[src/rtl/config_readback_tx_pkg.sv]
// config_readback_tx shared types and constants.
// Frame layout and FSM state encodings for the config read-back path.
package config_readback_tx_pkg;

   localparam logic [7:0] HEADER        = 8'hA5;
   localparam int         NUM_CH        = 8;
   localparam int         DELAY_W       = 16;
   localparam int         READY_TIMEOUT = 1023;

   localparam int RB_FRAME_LEN   = 25;
   localparam int RB_PAYLOAD_LEN = 22;

   localparam logic [4:0] RB_LAST_IDX = 5'(RB_FRAME_LEN - 1);

   typedef enum logic [2:0] {
      RB_IDLE,
      RB_WAIT_RDY,
      RB_SEND,
      RB_WAIT_LOW,
      RB_WAIT_HIGH
   } rb_state_e;

   typedef struct packed {
      logic [7:0]                channel_select;
      logic [4:0]                aline_select;
      logic [31:0]               pulse_shape;
      logic [NUM_CH*DELAY_W-1:0] delays;
   } rb_cfg_t;

endpackage

[src/rtl/config_readback_tx_if.sv]
// uart_transmit send/data/ready handshake.
// master drives the strobe and byte, slave reports idle.
interface config_readback_tx_if;

   logic       uart_send;
   logic [7:0] uart_data;
   logic       uart_ready;

   modport master (
      output uart_send,
      output uart_data,
      input  uart_ready
   );

   modport slave (
      input  uart_send,
      input  uart_data,
      output uart_ready
   );

endinterface

[src/rtl/config_readback_tx_byte_sel.sv]
// Maps a frame byte index onto the snapshot config.
// Pure combinational; the checksum byte comes from the caller.
module config_readback_tx_byte_sel
   import config_readback_tx_pkg::*;
(
   input  rb_cfg_t    cfg,
   input  logic [4:0] idx,
   input  logic [7:0] csum,
   output logic [7:0] data
);

   logic [1:0] pb;
   logic [3:0] off;
   logic [6:0] dbit;

   // pulse bytes run MSB first; delay pairs are MSB then LSB per channel
   always_comb begin
      pb   = 2'(5'd7 - idx);
      off  = 4'(idx - 5'd8);
      dbit = {off[3:1], ~off[0], 3'b000};
   end

   always_comb begin
      data = 8'h00;
      unique case (1'b1)
         idx == 5'd0:
            data = HEADER;
         idx == 5'd1:
            data = 8'(RB_PAYLOAD_LEN);
         idx == 5'd2:
            data = cfg.channel_select;
         idx == 5'd3:
            data = {3'b000, cfg.aline_select};
         (idx >= 5'd4) && (idx <= 5'd7):
            data = cfg.pulse_shape[{pb, 3'b000} +: 8];
         (idx >= 5'd8) && (idx <= 5'd23):
            data = cfg.delays[dbit +: 8];
         idx == RB_LAST_IDX:
            data = csum;
         default:
            data = 8'h00;
      endcase
   end

endmodule

[src/rtl/config_readback_tx.sv]
// Frames the snapshot imaging config onto uart_transmit.
// Waits for ready to fall then rise between strobes; times out if it never falls.
module config_readback_tx
   import config_readback_tx_pkg::*;
(
   input  logic                      clk,
   input  logic                      rst_n,
   input  logic                      start,
   input  logic                      abort,
   input  logic [7:0]                channel_select,
   input  logic [4:0]                aline_select,
   input  logic [31:0]               pulse_shape,
   input  logic [NUM_CH*DELAY_W-1:0] delays,
   config_readback_tx_if.master      uart,
   output logic                      busy,
   output logic                      done,
   output logic                      error
);

   rb_state_e  state, state_n;
   rb_cfg_t    cfg;
   logic [4:0] idx;
   logic [7:0] csum;
   logic [9:0] tmo;
   logic       abort_q;
   logic [7:0] sel;
   logic       abort_hit;
   logic       last;
   logic       tmo_hit;

   config_readback_tx_byte_sel u_sel (
      .cfg  (cfg),
      .idx  (idx),
      .csum (csum),
      .data (sel)
   );

   assign abort_hit = abort_q | abort;
   assign last      = (idx == RB_LAST_IDX);
   assign tmo_hit   = (tmo == 10'(READY_TIMEOUT - 1));

   always_ff @(posedge clk or negedge rst_n) begin
      if (!rst_n) state <= RB_IDLE;
      else        state <= state_n;
   end

   always_comb begin
      state_n = state;
      unique case (state)
         RB_IDLE:
            if (start) state_n = RB_WAIT_RDY;
         RB_WAIT_RDY:
            if (uart.uart_ready) state_n = RB_SEND;
         RB_SEND:
            state_n = RB_WAIT_LOW;
         RB_WAIT_LOW:
            if (!uart.uart_ready) state_n = RB_WAIT_HIGH;
            else if (tmo_hit)     state_n = RB_IDLE;
         RB_WAIT_HIGH:
            if (uart.uart_ready)
               state_n = (abort_hit || last) ? RB_IDLE : RB_SEND;
         default:
            state_n = RB_IDLE;
      endcase
   end

   always_comb begin
      uart.uart_send = (state == RB_SEND);
      uart.uart_data = (state == RB_IDLE) ? 8'h00 : sel;
      busy           = (state != RB_IDLE);
   end

   always_ff @(posedge clk or negedge rst_n) begin
      if (!rst_n) begin
         cfg     <= '0;
         idx     <= '0;
         csum    <= '0;
         tmo     <= '0;
         abort_q <= 1'b0;
         done    <= 1'b0;
         error   <= 1'b0;
      end else begin
         done  <= (state == RB_WAIT_HIGH) && uart.uart_ready &&
                  !abort_hit && last;
         error <= (state == RB_WAIT_LOW) && uart.uart_ready && tmo_hit;
         if (state == RB_IDLE) begin
            abort_q <= 1'b0;
            if (start) begin
               cfg  <= '{channel_select, aline_select, pulse_shape, delays};
               idx  <= '0;
               csum <= '0;
            end
         end else if (abort) begin
            abort_q <= 1'b1;
         end
         if (state == RB_SEND) begin
            tmo <= '0;
            if ((idx >= 5'd1) && (idx <= 5'd23)) csum <= csum + sel;
         end else if (state == RB_WAIT_LOW) begin
            tmo <= tmo + 10'd1;
         end
         if ((state == RB_WAIT_HIGH) && (state_n == RB_SEND))
            idx <= idx + 5'd1;
      end
   end

endmodule

[src/flat_wrapper.sv]
// flat-port wrapper written by rule: the top's interface ports become plain ports
module config_readback_tx_flat import config_readback_tx_pkg::*;
  (clk, rst_n, start, abort, channel_select, aline_select, pulse_shape, delays, busy, done, error, uart_uart_send, uart_uart_data, uart_uart_ready);
  config_readback_tx_if uart_i ();
  input  logic clk;
  input  logic rst_n;
  input  logic start;
  input  logic abort;
  input  logic [7:0] channel_select;
  input  logic [4:0] aline_select;
  input  logic [31:0] pulse_shape;
  input  logic [NUM_CH*DELAY_W-1:0] delays;
  output logic busy;
  output logic done;
  output logic error;
  output wire logic [$bits(uart_i.uart_send)-1:0] uart_uart_send;
  output wire logic [$bits(uart_i.uart_data)-1:0] uart_uart_data;
  input wire logic [$bits(uart_i.uart_ready)-1:0] uart_uart_ready;
  assign uart_uart_send = uart_i.uart_send;
  assign uart_uart_data = uart_i.uart_data;
  assign uart_i.uart_ready = uart_uart_ready;
  config_readback_tx u_core (.clk(clk), .rst_n(rst_n), .start(start), .abort(abort), .channel_select(channel_select), .aline_select(aline_select), .pulse_shape(pulse_shape), .delays(delays), .uart(uart_i), .busy(busy), .done(done), .error(error));
endmodule
[config.mk]
export PLATFORM = sky130hd
export DESIGN_NAME = config_readback_tx_flat
export DESIGN_NICKNAME = d
export VERILOG_FILES = /design/src/rtl/config_readback_tx_pkg.sv /design/src/rtl/config_readback_tx_if.sv /design/src/rtl/config_readback_tx_byte_sel.sv /design/src/rtl/config_readback_tx.sv /design/src/flat_wrapper.sv
export SDC_FILE = /design/constraint.sdc
export NUM_CORES = 1
export LEC_CHECK = 0
export ABC_AREA = 1
export BUFFER_PORTS_ARGS = -buffer_cell sky130_fd_sc_hd__buf_2
export CAP_MARGIN = 10
export CORE_MARGIN = 3
export CORE_UTILIZATION = 35
export CTS_BUF_LIST = sky130_fd_sc_hd__clkbuf_8
export DETAILED_ROUTE_END_ITERATION = 10
export PLACE_DENSITY = 0.6
export SLEW_MARGIN = 10
export SYNTH_ARGS = -nofsm -noshare
export SYNTH_HDL_FRONTEND = slang
export SYNTH_HIERARCHICAL = 1
export SYNTH_SLANG_ARGS = --single-unit
[constraint.sdc]
create_clock -name clk -period 2.2 [get_ports clk]
set_input_delay 0.22 -clock clk [delete_from_list [all_inputs] [get_ports clk]]
set_output_delay 0.22 -clock clk [all_outputs]
set_load 0.005 [all_outputs]
==> results.ini, run 1 <==
[worst_setup_path]
most_used_cell_cp = sky130_fd_sc_hd__nor2_2
end_kind = primary output
reg2reg_slack_ns = -0.37
crit_start = u_core/idx[0]$_DFFE_PN0P_
setup.worst_path.class = flip-flop to primary output
rr_startpoint = u_core/idx[0]$_DFFE_PN0P_
worst_r2r_endpoint = u_core/csum[5]$_DFF_PN0_
crit_path_cell_trace = clkinv_8 -> nand2_8 -> buf_8 -> nor2_2 -> nor2_1 -> a21oi_2 -> nor2_2 -> nand2_2 -> nand2_2 -> buf_6 -> inv_2 -> nor2_2 -> buf_2
worst_r2r_path_depth = 18
slowest_delay_ns = 0.52
cp_data_required_time_ns = 1.98
crit_path_start_kind = flip-flop
worst_setup_path_endpoint = uart_uart_data[5]
worst_path_max_delay_cell = sky130_fd_sc_hd__dfrtp_2
cp_max_fo = 8
worstPathArrival_ns = 2.43

[die]
die_height_um = 177
floorplan.io_pins = 190
initial_utilization = 0.362
design.die.area_um2 = 31300
die-width_um = 177
design.core.area_um2 = 28300
fp-row-count = 61

[timing]
period_minus_slack_ns = 2.65
finalHoldViolations = 0
timing.setup.tns_ns = -5.20
finalSetupViolCount = 15
timing.clock.skew_ns = 0.0341
period_share = 1.20
achievable-frequency_ghz = 0.378
rsz0062_at_grt = yes
slew_viol_final = 0
tightestPinTransition_ns = 0.617
slew-limit-headroom = 0.589
setup_ws_ns = -0.446

[global_routing]
grt_pass1_vias = 10500
grt_antenna_before_repair = 0
grt_first_pass_wirelength_mm = 54.3
overflow = 0
grt_start_max_net_pins = 113
track_usage = 0.216

[worst_hold_path]
timing.hold.worst.class = input pin to asynchronous set/reset pin

[synth]
synth_async_sr_flop_share = 1.00
synth-edff-count = 0
synth_top_family_by_area = simple AND/OR/NAND/NOR gates
netlist_instances = 1405
synthMuxAreaShare = 0
ys_ff_latch = 202
synth.lib_cells_used.distinct = 31
post_synth_fa_ha_maj_area_fraction = 0.0166
synth.avg_cell_area_um2 = 7.29
synth_simple_gate_area_frac = 0.392
synth_fp_nets = 1596
synth_sequential_area_ratio = 0.494
synthFlopType = sky130_fd_sc_hd__dfrtp_1
synth_warnings = 6
yosys.area_share.xor_xnor = 0.00855
synth.cell_area_um2 = 10200
synth_area_in_compound_gates = 0.0165

[clocking]
clkLatencyLatePin_ns = 0.54
tritoncts.num_buffers = 39
clockBufferDepth = 3
cts.reportedPaths.clkPinSlew_ns = 0.06
h_tree_depth = 2
tritoncts_clock_tree = built
cts_num_sinks = 202
clk_root_buffer_cell = sky130_fd_sc_hd__clkbuf_8

[drt]
routed_wirelength_mm = 33.7
vias = 10400
detailedRoute.firstPassIterationCount = 5
detail_route.wl_per_cell_um = 15.0
routed_via_density = 4.63
drc = 0
first_iter_violations = 648
ant_nets = 0

[cells_and_area]
finish.net_count = 2035
drive_gt1_frac = 0.265
area_growth_syn_to_layout_pct = 50.5
filler_cell_count = 2625
antenna-diode-count = 0

[placed_design]
pre_cts_ws_ns = -0.320
io_buffers = 189
place.gp.congestion = 0.887
place_hpwl_mm = 22.0

[pwr]
leakage_nw = 8.17
total_power_mw = 15.8
worst_ir_drop_vdd_uv = 570
p_per_area_nw_per_um2 = 1030

[outcome]
violations = setup timing
run_status = finished with violations

[run]
timing.max_cap.violations = 0

worst min-delay path by stage:
stage,from,to,slack [ns],cells past startpoint
3_3_place_gp,rst_n,u_core/cfg[25]$_DFFE_PN0P_,0.15,1
2_1_floorplan,rst_n,u_core/abort_q$_DFFE_PN0P_,-0.08,0
4_1_cts,rst_n,u_core/cfg[21]$_DFFE_PN0P_,0.16,2
3_5_place_dp,rst_n,u_core/cfg[21]$_DFFE_PN0P_,0.16,1
5_1_grt,rst_n,u_core/cfg[19]$_DFFE_PN0P_,0.21,2
6_report,rst_n,u_core/cfg[25]$_DFFE_PN0P_,0.17,2
power breakdown:
part	leakage [nW]	switching, mW	internal, mW
Combinational	5.16	3.30	2.33
Sequential	2.55	1.09	5.32
Clock	0.453	1.63	2.13
sequential cells by signal (all words and copies together), names as in the netlist:
| signal | count |
|---|---|
| u_core/cfg | 173 |
| u_core/tmo | 10 |
| u_core/csum | 8 |
| u_core/idx | 5 |
| u_core/state | 3 |
| u_core/abort_q | 1 |
| u_core/done | 1 |
| u_core/error | 1 |
cells in the mapped netlist, types with 4 or more instances:
| cell type | n | area share |
|---|---|---|
| sky130_fd_sc_hd__a21oi_1 | 15 | 0.0073 |
| sky130_fd_sc_hd__buf_2 | 29 | 0.014 |
| sky130_fd_sc_hd__buf_4 | 5 | 0.0037 |
| sky130_fd_sc_hd__buf_6 | 21 | 0.023 |
| sky130_fd_sc_hd__clkbuf_1 | 5 | 0.0018 |
| sky130_fd_sc_hd__dfrtp_1 | 202 | 0.49 |
| sky130_fd_sc_hd__ha_1 | 12 | 0.015 |
| sky130_fd_sc_hd__inv_1 | 73 | 0.027 |
| sky130_fd_sc_hd__inv_2 | 4 | 0.0015 |
| sky130_fd_sc_hd__nand2_1 | 775 | 0.28 |
| sky130_fd_sc_hd__nand3_1 | 90 | 0.044 |
| sky130_fd_sc_hd__nand4_1 | 21 | 0.013 |
| sky130_fd_sc_hd__nor2_1 | 99 | 0.036 |
| sky130_fd_sc_hd__nor2_2 | 5 | 0.0031 |
| sky130_fd_sc_hd__o21ai_0 | 13 | 0.0064 |
| sky130_fd_sc_hd__or2_2 | 5 | 0.0031 |
| sky130_fd_sc_hd__xor2_1 | 7 | 0.0060 |
area by class of cell:
type	count	area, um^2	area share
clock buffers	49	674	0.0438
flip-flops and latches	202	5060	0.328
multi-input cells	1063	5060	0.329
inverters	79	314	0.0204
clock inverters	20	121	0.00787
repair buffers	459	3710	0.241
well taps	378	473	0.0307
critical path: cells and delay by family, from the launching register on:
kind | cells | cell delay, ns
and+or+nand+nor | 7 | 0.74
buffers and inverters | 5 | 0.55
AOI/OAI and AO/OA | 1 | 0.08
DFF | 1 | 0.52
metal layers:
| metal | up-vias | GRT usage | share of wire |
|---|---|---|---|
| li1 | 5202 | - | - |
| met1 | 4845 | 0.301 | 0.45 |
| met2 | 317 | 0.349 | 0.47 |
| met3 | 54 | 0.0363 | 0.058 |
| met4 | 0 | 0.0583 | 0.021 |
| met5 | - | 0 | 0 |
placed cells by master, fill, tap and decap left out, types with 2 or more instances in the layout:
cell type / instances
sky130_fd_sc_hd__a21oi_1: 4
sky130_fd_sc_hd__a21oi_2: 11
sky130_fd_sc_hd__and2_1: 2
sky130_fd_sc_hd__buf_12: 14
sky130_fd_sc_hd__buf_2: 188
sky130_fd_sc_hd__buf_4: 59
sky130_fd_sc_hd__buf_6: 16
sky130_fd_sc_hd__buf_8: 4
sky130_fd_sc_hd__clkbuf_8: 50
sky130_fd_sc_hd__clkinv_2: 7
sky130_fd_sc_hd__dfrtp_1: 200
sky130_fd_sc_hd__dfrtp_2: 2
sky130_fd_sc_hd__dlygate4sd3_1: 176
sky130_fd_sc_hd__ha_1: 5
sky130_fd_sc_hd__ha_4: 7
sky130_fd_sc_hd__inv_1: 71
sky130_fd_sc_hd__inv_2: 14
sky130_fd_sc_hd__inv_4: 2
sky130_fd_sc_hd__nand2_1: 739
sky130_fd_sc_hd__nand2_2: 27
sky130_fd_sc_hd__nand2_4: 11
sky130_fd_sc_hd__nand2_8: 2
sky130_fd_sc_hd__nand3_1: 56
sky130_fd_sc_hd__nand3_2: 29
sky130_fd_sc_hd__nand3_4: 5
sky130_fd_sc_hd__nand4_1: 21
sky130_fd_sc_hd__nor2_1: 73
sky130_fd_sc_hd__nor2_2: 25
sky130_fd_sc_hd__nor2_4: 8
sky130_fd_sc_hd__nor3_1: 2
sky130_fd_sc_hd__o21ai_0: 11
sky130_fd_sc_hd__o21ai_1: 5
sky130_fd_sc_hd__or2_2: 5
sky130_fd_sc_hd__xnor2_1: 2
sky130_fd_sc_hd__xor2_1: 7
logic make-up (layout without fill, tap and decap cells):
group	after synthesis	after routing
compound gates	33	33
fa+ha+maj	13	13
buf+inv	140	607
flops	202	202
simple gates	1007	1007
xor+xnor	10	10
through the flow:
stage                     instances  hold WS, ns   util  cell area [um^2]
after detailed placement       1984        0.162  0.422             12000
after global placement         1984        0.153  0.422             12000
after CTS                      2245        0.163  0.531             15000
final                          2250        0.173  0.544             15400
after global routing           2250        0.205  0.544             15400
after floorplan                1405      -0.0756      -             10300
repair_timing:
action | CTS | global route
buffers inserted | 13 | 8
pin swaps | 40 | 83
setup endpoints to repair | 15 | 15
gates resized for setup | 82 | 103
hold buffers | 176 | 0
cloned | 3 | 0
endpoints found under the hold margin | 252 | 0
No activity file was read; power rests on OpenSTA's default activity.
==> inputs of run 2 (changes only) <==
--- a/config.mk
+++ b/config.mk
@@ -13,7 +13,8 @@
 export CTS_BUF_LIST = sky130_fd_sc_hd__clkbuf_8
 export DETAILED_ROUTE_END_ITERATION = 10
 export PLACE_DENSITY = 0.6
-export SLEW_MARGIN = 10
+export RECOVER_POWER = 25
+export SLEW_MARGIN = 0
 export SYNTH_ARGS = -nofsm -noshare
 export SYNTH_HDL_FRONTEND = slang
 export SYNTH_HIERARCHICAL = 1
==> results.ini, run 2 (synthesis gave the netlist of run 1 again) <==
[cells_and_area]
layoutNonFillerInstCount = 2250  ; unchanged
most_frequent_standard_cell_in_the_layout_excluding_fill_and_tap_cells = sky130_fd_sc_hd__nand2_1  ; unchanged
finish.net_count = 2035  ; unchanged
antenna-diode-count = 0  ; unchanged
top_regs = u_core/cfg (173), u_core/tmo (10), u_core/csum (8)  ; unchanged
largest_register_ffs = 173  ; unchanged
area_growth_syn_to_layout_pct = 50.3  ; was 50.5%
finish.utilization = 0.543  ; was 0.544
multiInputGateArea_um2 = 5060  ; unchanged
sequential_cell_area_um2 = 5060  ; unchanged
drive_gt1_frac = 0.265  ; unchanged
filler_cell_count = 2627  ; was 2625
layout.cells.most_common_list = sky130_fd_sc_hd__nand2_1, sky130_fd_sc_hd__dfrtp_1, sky130_fd_sc_hd__buf_2  ; unchanged
regMostFlops = u_core/cfg  ; unchanged

[worst_setup_path]
cp_max_fo = 8  ; unchanged
crit_path_start_kind = flip-flop  ; unchanged
cp_data_required_time_ns = 1.98  ; about the same
setup.worst_path.class = flip-flop to primary output  ; unchanged
worstPathArrival_ns = 2.42  ; was 2.43 ns
end_kind = primary output  ; unchanged

[timing]
period_minus_slack_ns = 2.64  ; was 2.65 ns
slew-limit-headroom = 0.364  ; was 0.589
finalHoldViolations = 0  ; unchanged
slew_viol_final = 0  ; unchanged
rsz0062_at_grt = yes  ; unchanged
finalSetupViolCount = 15  ; unchanged
achievable-frequency_ghz = 0.379  ; was 0.378 GHz
tightestPinTransition_ns = 0.954  ; was 0.617 ns
period_share = 1.20  ; about the same
timing.clock.skew_ns = 0.0315  ; was 0.0341 ns
setup_ws_ns = -0.439  ; was -0.446 ns

[drt]
drc = 0  ; unchanged
routed_via_density = 4.64  ; was 4.63
detail_route.wl_per_cell_um = 15.0  ; about the same
first_iter_violations = 717  ; was 648
vias = 10400  ; about the same
detailedRoute.firstPassIterationCount = 5  ; unchanged
ant_nets = 0  ; unchanged
routed_wirelength_mm = 33.7  ; about the same

[global_routing]
overflow = 0  ; unchanged
grt_antenna_before_repair = 0  ; unchanged
grt_pass1_vias = 10500  ; unchanged
grt_first_pass_wirelength_mm = 54.3  ; unchanged
track_usage = 0.216  ; unchanged
grt_start_max_net_pins = 113  ; unchanged

[die]
die-width_um = 177  ; unchanged
die_height_um = 177  ; unchanged
fp-row-count = 61  ; unchanged
floorplan.io_pins = 190  ; unchanged
initial_utilization = 0.362  ; unchanged
design.core.area_um2 = 28300  ; unchanged
design.die.area_um2 = 31300  ; unchanged

[placed_design]
place.gp.congestion = 0.887  ; unchanged
place_hpwl_mm = 22.0  ; unchanged
numPlacedInstances = 1984  ; unchanged
io_buffers = 189  ; unchanged

[pwr]
p_per_area_nw_per_um2 = 1030  ; about the same
leakage_nw = 8.16  ; was 8.17 nW
worst_ir_drop_vdd_uv = 570  ; about the same

[clocking]
clk_root_buffer_cell = sky130_fd_sc_hd__clkbuf_8  ; unchanged
cts.reportedPaths.clkPinSlew_ns = 0.06  ; about the same
tritoncts_clock_tree = built  ; unchanged
tritoncts.num_buffers = 39  ; unchanged
clockBufferDepth = 3  ; unchanged
clkLatencyLatePin_ns = 0.54  ; about the same
h_tree_depth = 2  ; unchanged
cts_num_sinks = 202  ; unchanged

[outcome]
run_status = finished with violations  ; unchanged
violations = setup timing  ; unchanged

[run]
timing.max_cap.violations = 0  ; unchanged

[worst_hold_path]
timing.hold.worst.class = input pin to flip-flop  ; was input pin to asynchronous set/reset pin

-- run 2: changes by cell type in the layout (fill, tap and decap cells not counted), sizes merged --
cell	delta
buf	-1
clkbuf	+1
-- run 2: per-stage QoR --
step	TNS [ns]	worst slack, ns	area (um^2)	power [mW]	hold WS [ns]
3_5_place_dp	-1.75	-0.320	12000	11.2	0.162
3_3_place_gp	-1.51	-0.315	12000	11.2	0.153
2_1_floorplan	-0.110	-0.0653	10300	9.60	-0.0756
4_1_cts	-4.73	-0.406	15000	15.7	0.163
6_report	-5.16	-0.439	15400	15.8	0.234
5_1_grt	-6.88	-0.544	15400	17.1	0.238
-- run 2: area by class of cell --
| class | count | share of cell area |
|---|---|---|
| multi-input cells | 1063 | 0.329 |
| flip-flops and latches | 202 | 0.329 |
| clock inverters | 20 | 0.00789 |
| well taps | 378 | 0.0307 |
| inverters | 79 | 0.0204 |
| repair buffers | 459 | 0.239 |
| clock buffers | 49 | 0.0438 |
-- run 2: repair_timing --
item	in CTS	in global routing
buffers inserted	13	8
setup endpoints to repair	15	15
gates resized for setup	82	103
hold buffers	176	0
pin swaps	40	83
cloned	3	0
hold endpoints to repair	252	0
-- run 2: final timing paths --
path	slack, ns	start	cells after the start	to
worst max-delay path	-0.44	u_core/idx[0]$_DFFE_PN0P_	13	uart_uart_data[5]
worst min-delay path	0.23	start	5	u_core/cfg[46]$_DFFE_PN0P_
worst max register to register	-0.37	u_core/idx[0]$_DFFE_PN0P_	18	u_core/csum[5]$_DFF_PN0_
worst min register to register	0.47	u_core/cfg[78]$_DFFE_PN0P_	2	u_core/cfg[78]$_DFFE_PN0P_
max in group asynchronous	0.35	rst_n	3	u_core/idx[1]$_DFFE_PN0P_
min in group asynchronous	0.39	rst_n	2	u_core/cfg[25]$_DFFE_PN0P_
-- run 2: power breakdown --
part	leakage, nW	total (mW)	switching, mW	internal (mW)
combinational	5.15	5.64	3.31	2.33
clock	0.453	3.76	1.63	2.13
sequential	2.55	6.41	1.09	5.32
-- run 2: per-layer routing --
layer,part of all wire,vias to the layer above,global-route usage,wire length [um]
li1,-,5199,-,-
met1,0.45,4872,0.301,15300
met2,0.47,317,0.349,15800
met3,0.056,58,0.0363,1900
met4,0.021,0,0.0583,711
met5,0,-,0,0
-- run 2: worst max-delay path, stage by stage, from the launching register on --
cell	delay [ns]
sky130_fd_sc_hd__dfrtp_2	0.52
sky130_fd_sc_hd__clkinv_8	0.17
sky130_fd_sc_hd__nand2_8	0.13
sky130_fd_sc_hd__buf_8	0.14
sky130_fd_sc_hd__nor2_2	0.04
sky130_fd_sc_hd__nor2_1	0.16
sky130_fd_sc_hd__a21oi_2	0.08
sky130_fd_sc_hd__nor2_2	0.16
sky130_fd_sc_hd__nand2_2	0.10
sky130_fd_sc_hd__nand2_2	0.09
sky130_fd_sc_hd__buf_6	0.10
sky130_fd_sc_hd__inv_2	0.03
sky130_fd_sc_hd__nor2_2	0.06
sky130_fd_sc_hd__buf_2	0.11
==> inputs of run 3 (changes only) <==
--- a/config.mk
+++ b/config.mk
@@ -14,6 +14,7 @@
 export DETAILED_ROUTE_END_ITERATION = 10
 export PLACE_DENSITY = 0.6
 export RECOVER_POWER = 25
+export REMOVE_ABC_BUFFERS = 1
 export SLEW_MARGIN = 0
 export SYNTH_ARGS = -nofsm -noshare
 export SYNTH_HDL_FRONTEND = slang
==> results.ini, run 3 (synthesis gave the netlist of run 1 again) <==
[worst_setup_path]
crit_path_cell_trace = clkinv_4 -> buf_8 -> buf_6 -> nand2_2 -> nand3_2 -> nand3_2 -> nand2_1 -> nand2_1 -> nor2_1 -> nand2_1 -> nand2_2 -> buf_6 -> inv_2 -> nor2_1 -> buf_2  ; was clkinv_8 -> nand2_8 -> buf_8 -> nor2_2 -> nor2_1 -> a21oi_2 -> nor2_2 -> nand2_2 -> nand2_2 -> buf_6 -> inv_2 -> nor2_2 -> buf_2
setup.worst_path.class = flip-flop to primary output  ; unchanged
worstPathArrival_ns = 2.31  ; was 2.42 ns
cp_data_required_time_ns = 1.98  ; about the same
crit_path_start_kind = flip-flop  ; unchanged
reg2reg_slack_ns = -0.28  ; was -0.37 ns
cp_max_fo = 6  ; was 8
end_kind = primary output  ; unchanged
critPathBufInv = 6  ; was 5
worst_path_max_delay_cell = sky130_fd_sc_hd__dfrtp_2  ; unchanged
most_used_cell_cp = sky130_fd_sc_hd__nand2_1  ; was sky130_fd_sc_hd__nor2_2
slowest_delay_ns = 0.46  ; was 0.52 ns
critPathTopFamily = simple AND/OR/NAND/NOR gates  ; unchanged

[timing]
finalHoldViolations = 0  ; unchanged
timing.clock.skew_ns = 0.0277  ; was 0.0315 ns
slew-limit-headroom = -0.210  ; was 0.364
setup_ws_ns = -0.325  ; was -0.439 ns
period_minus_slack_ns = 2.53  ; was 2.64 ns
whs_ns = 0.123  ; was 0.234 ns
period_share = 1.15  ; was 1.20
finalSetupViolCount = 15  ; unchanged
achievable-frequency_ghz = 0.396  ; was 0.379 GHz
rsz0062_at_grt = yes  ; unchanged
slew_viol_final = 72  ; was 0
tightestPinTransition_ns = 1.81  ; was 0.954 ns

[cells_and_area]
antenna-diode-count = 0  ; unchanged
area_growth_syn_to_layout_pct = 46.0  ; was 50.3%
finish.utilization = 0.528  ; was 0.543
regMostFlops = u_core/cfg  ; unchanged
largest_register_ffs = 173  ; unchanged
drive_gt1_frac = 0.232  ; was 0.265
layout.cells.most_common_list = sky130_fd_sc_hd__nand2_1, sky130_fd_sc_hd__dfrtp_1, sky130_fd_sc_hd__buf_2  ; unchanged
finish.net_count = 2038  ; was 2035
layoutNonFillerInstCount = 2249  ; was 2250
most_frequent_standard_cell_in_the_layout_excluding_fill_and_tap_cells = sky130_fd_sc_hd__nand2_1  ; unchanged
top_regs = u_core/cfg (173), u_core/tmo (10), u_core/csum (8)  ; unchanged
final_cell_area_um2 = 15000  ; was 15400 um^2

[global_routing]
grt_start_max_net_pins = 76  ; was 113
track_usage = 0.215  ; was 0.216
grt_antenna_before_repair = 0  ; unchanged
grt_pass1_vias = 10500  ; about the same
grt_first_pass_wirelength_mm = 53.9  ; was 54.3 mm
overflow = 0  ; unchanged

[clocking]
tritoncts.num_buffers = 38  ; was 39
cts_num_sinks = 202  ; unchanged
h_tree_depth = 2  ; unchanged
clk_root_buffer_cell = sky130_fd_sc_hd__clkbuf_8  ; unchanged
clockBufferDepth = 3  ; unchanged
clkLatencyLatePin_ns = 0.53  ; was 0.54 ns
tritoncts_clock_tree = built  ; unchanged
cts.reportedPaths.clkPinSlew_ns = 0.06  ; about the same

[die]
die-width_um = 177  ; unchanged
design.core.area_um2 = 28300  ; unchanged
fp-row-count = 61  ; unchanged
die_height_um = 177  ; unchanged
initial_utilization = 0.362  ; unchanged
floorplan.io_pins = 190  ; unchanged
design.die.area_um2 = 31300  ; unchanged

[drt]
detailedRoute.firstPassIterationCount = 5  ; unchanged
detail_route.wl_per_cell_um = 14.9  ; was 15.0 um
ant_nets = 0  ; unchanged
routed_wirelength_mm = 33.5  ; was 33.7 mm
first_iter_violations = 734  ; was 717
routed_via_density = 4.64  ; about the same
vias = 10400  ; about the same
drc = 0  ; unchanged

[placed_design]
post_dp_cell_area_um2 = 12000  ; about the same
numPlacedInstances = 1998  ; was 1984
place.gp.congestion = 0.903  ; was 0.887
io_buffers = 189  ; unchanged
place_hpwl_mm = 22.6  ; was 22.0 mm

[run]
timing.max_cap.violations = 1  ; was 0

[pwr]
power.switching_fraction = 0.381  ; about the same
clock_power_share = 0.230  ; was 0.238
internal_portion_of_total_power_mw = 9.48  ; was 9.78 mW
p_per_area_nw_per_um2 = 1020  ; was 1030 nW/um^2
sequentialPowerShare = 0.421  ; was 0.406
worst_ir_drop_vdd_uv = 525  ; was 570 uV
leakage_nw = 7.99  ; was 8.16 nW
pwr-share-comb = 0.349  ; was 0.357
power.switching_mw = 5.84  ; was 6.03 mW

[worst_hold_path]
timing.hold.worst.class = input pin to flip-flop  ; unchanged

[outcome]
violations = capacitance limit, slew limit, setup timing  ; was setup timing
run_status = finished with violations  ; unchanged

[run 3: cell count changes in the layout (fill, tap and decap cells not counted), sizes merged]
cell / delta
nand2: +1
clkinvlp: -1
clkbuf: -6
buf: +4
clkinv: +1
[run 3: cell type report]
| type | count | area (um^2) |
|---|---|---|
| fillers | 2671 | 13400 |
| flip-flops and latches | 202 | 5060 |
| multi-input cells | 1064 | 4750 |
| repair buffers | 462 | 3630 |
| clock buffers | 44 | 606 |
| well taps | 378 | 473 |
| inverters | 79 | 312 |
| clock inverters | 20 | 120 |
[run 3: repair_timing]
action                                  in CTS  in global routing
gates cloned                                 2                  0
pin swaps                                   32                 15
hold endpoints to repair                   244                  0
endpoints found under the setup margin      15                 17
gates resized for setup                     85                 21
hold buffers                               176                  0
buffers inserted                             9                  1
[run 3: metal layers]
layer,part of all wire,global-route usage
met5,0,0
met4,0.031,0.0736
met2,0.46,0.351
met3,0.050,0.0322
met1,0.46,0.293
[run 3: worst reg2reg max path: cells and delay by family, from the launching register on]
family / cells / cell delay (ns)
and+or+nand+nor: 13 / 1.11
buffers and inverters: 4 / 0.53
DFF: 1 / 0.44
adders and majority gates: 1 / 0.28
[run 3: power groups by stage]
stage | clock [mW] | combinational [mW] | sequential (mW)
after floorplan | 0 | 3.21 | 6.03
after global placement | 0 | 4.69 | 6.44
after detailed placement | 0 | 4.79 | 6.43
after CTS | 3.63 | 5.29 | 6.43
after global routing | 3.80 | 6.14 | 6.62
final | 3.53 | 5.34 | 6.45
[run 3: through the flow]
stage	power (mW)	TNS (ns)	setup WS, ns
after floorplan	9.24	-199.58	-1.21
after global placement	11.1	-1.89	-0.339
after detailed placement	11.2	-2.22	-0.362
after CTS	15.4	-3.62	-0.319
after global routing	16.6	-5.93	-0.440
final	15.3	-3.77	-0.325
[run 3: path summary, 6_finish.rpt]
path                                        startpoint  depth (start not counted)                          end
hold reg to reg            u_core/cfg[162]$_DFFE_PN0P_                          2  u_core/cfg[162]$_DFFE_PN0P_
min in group asynchronous                        rst_n                          2  u_core/cfg[103]$_DFFE_PN0P_
hold / removal                                   start                          4     u_core/csum[6]$_DFF_PN0_
max in group asynchronous                        rst_n                          2    u_core/idx[0]$_DFFE_PN0P_
setup reg to reg             u_core/idx[0]$_DFFE_PN0P_                         18     u_core/csum[5]$_DFF_PN0_
setup / recovery             u_core/idx[0]$_DFFE_PN0P_                         15            uart_uart_data[4]
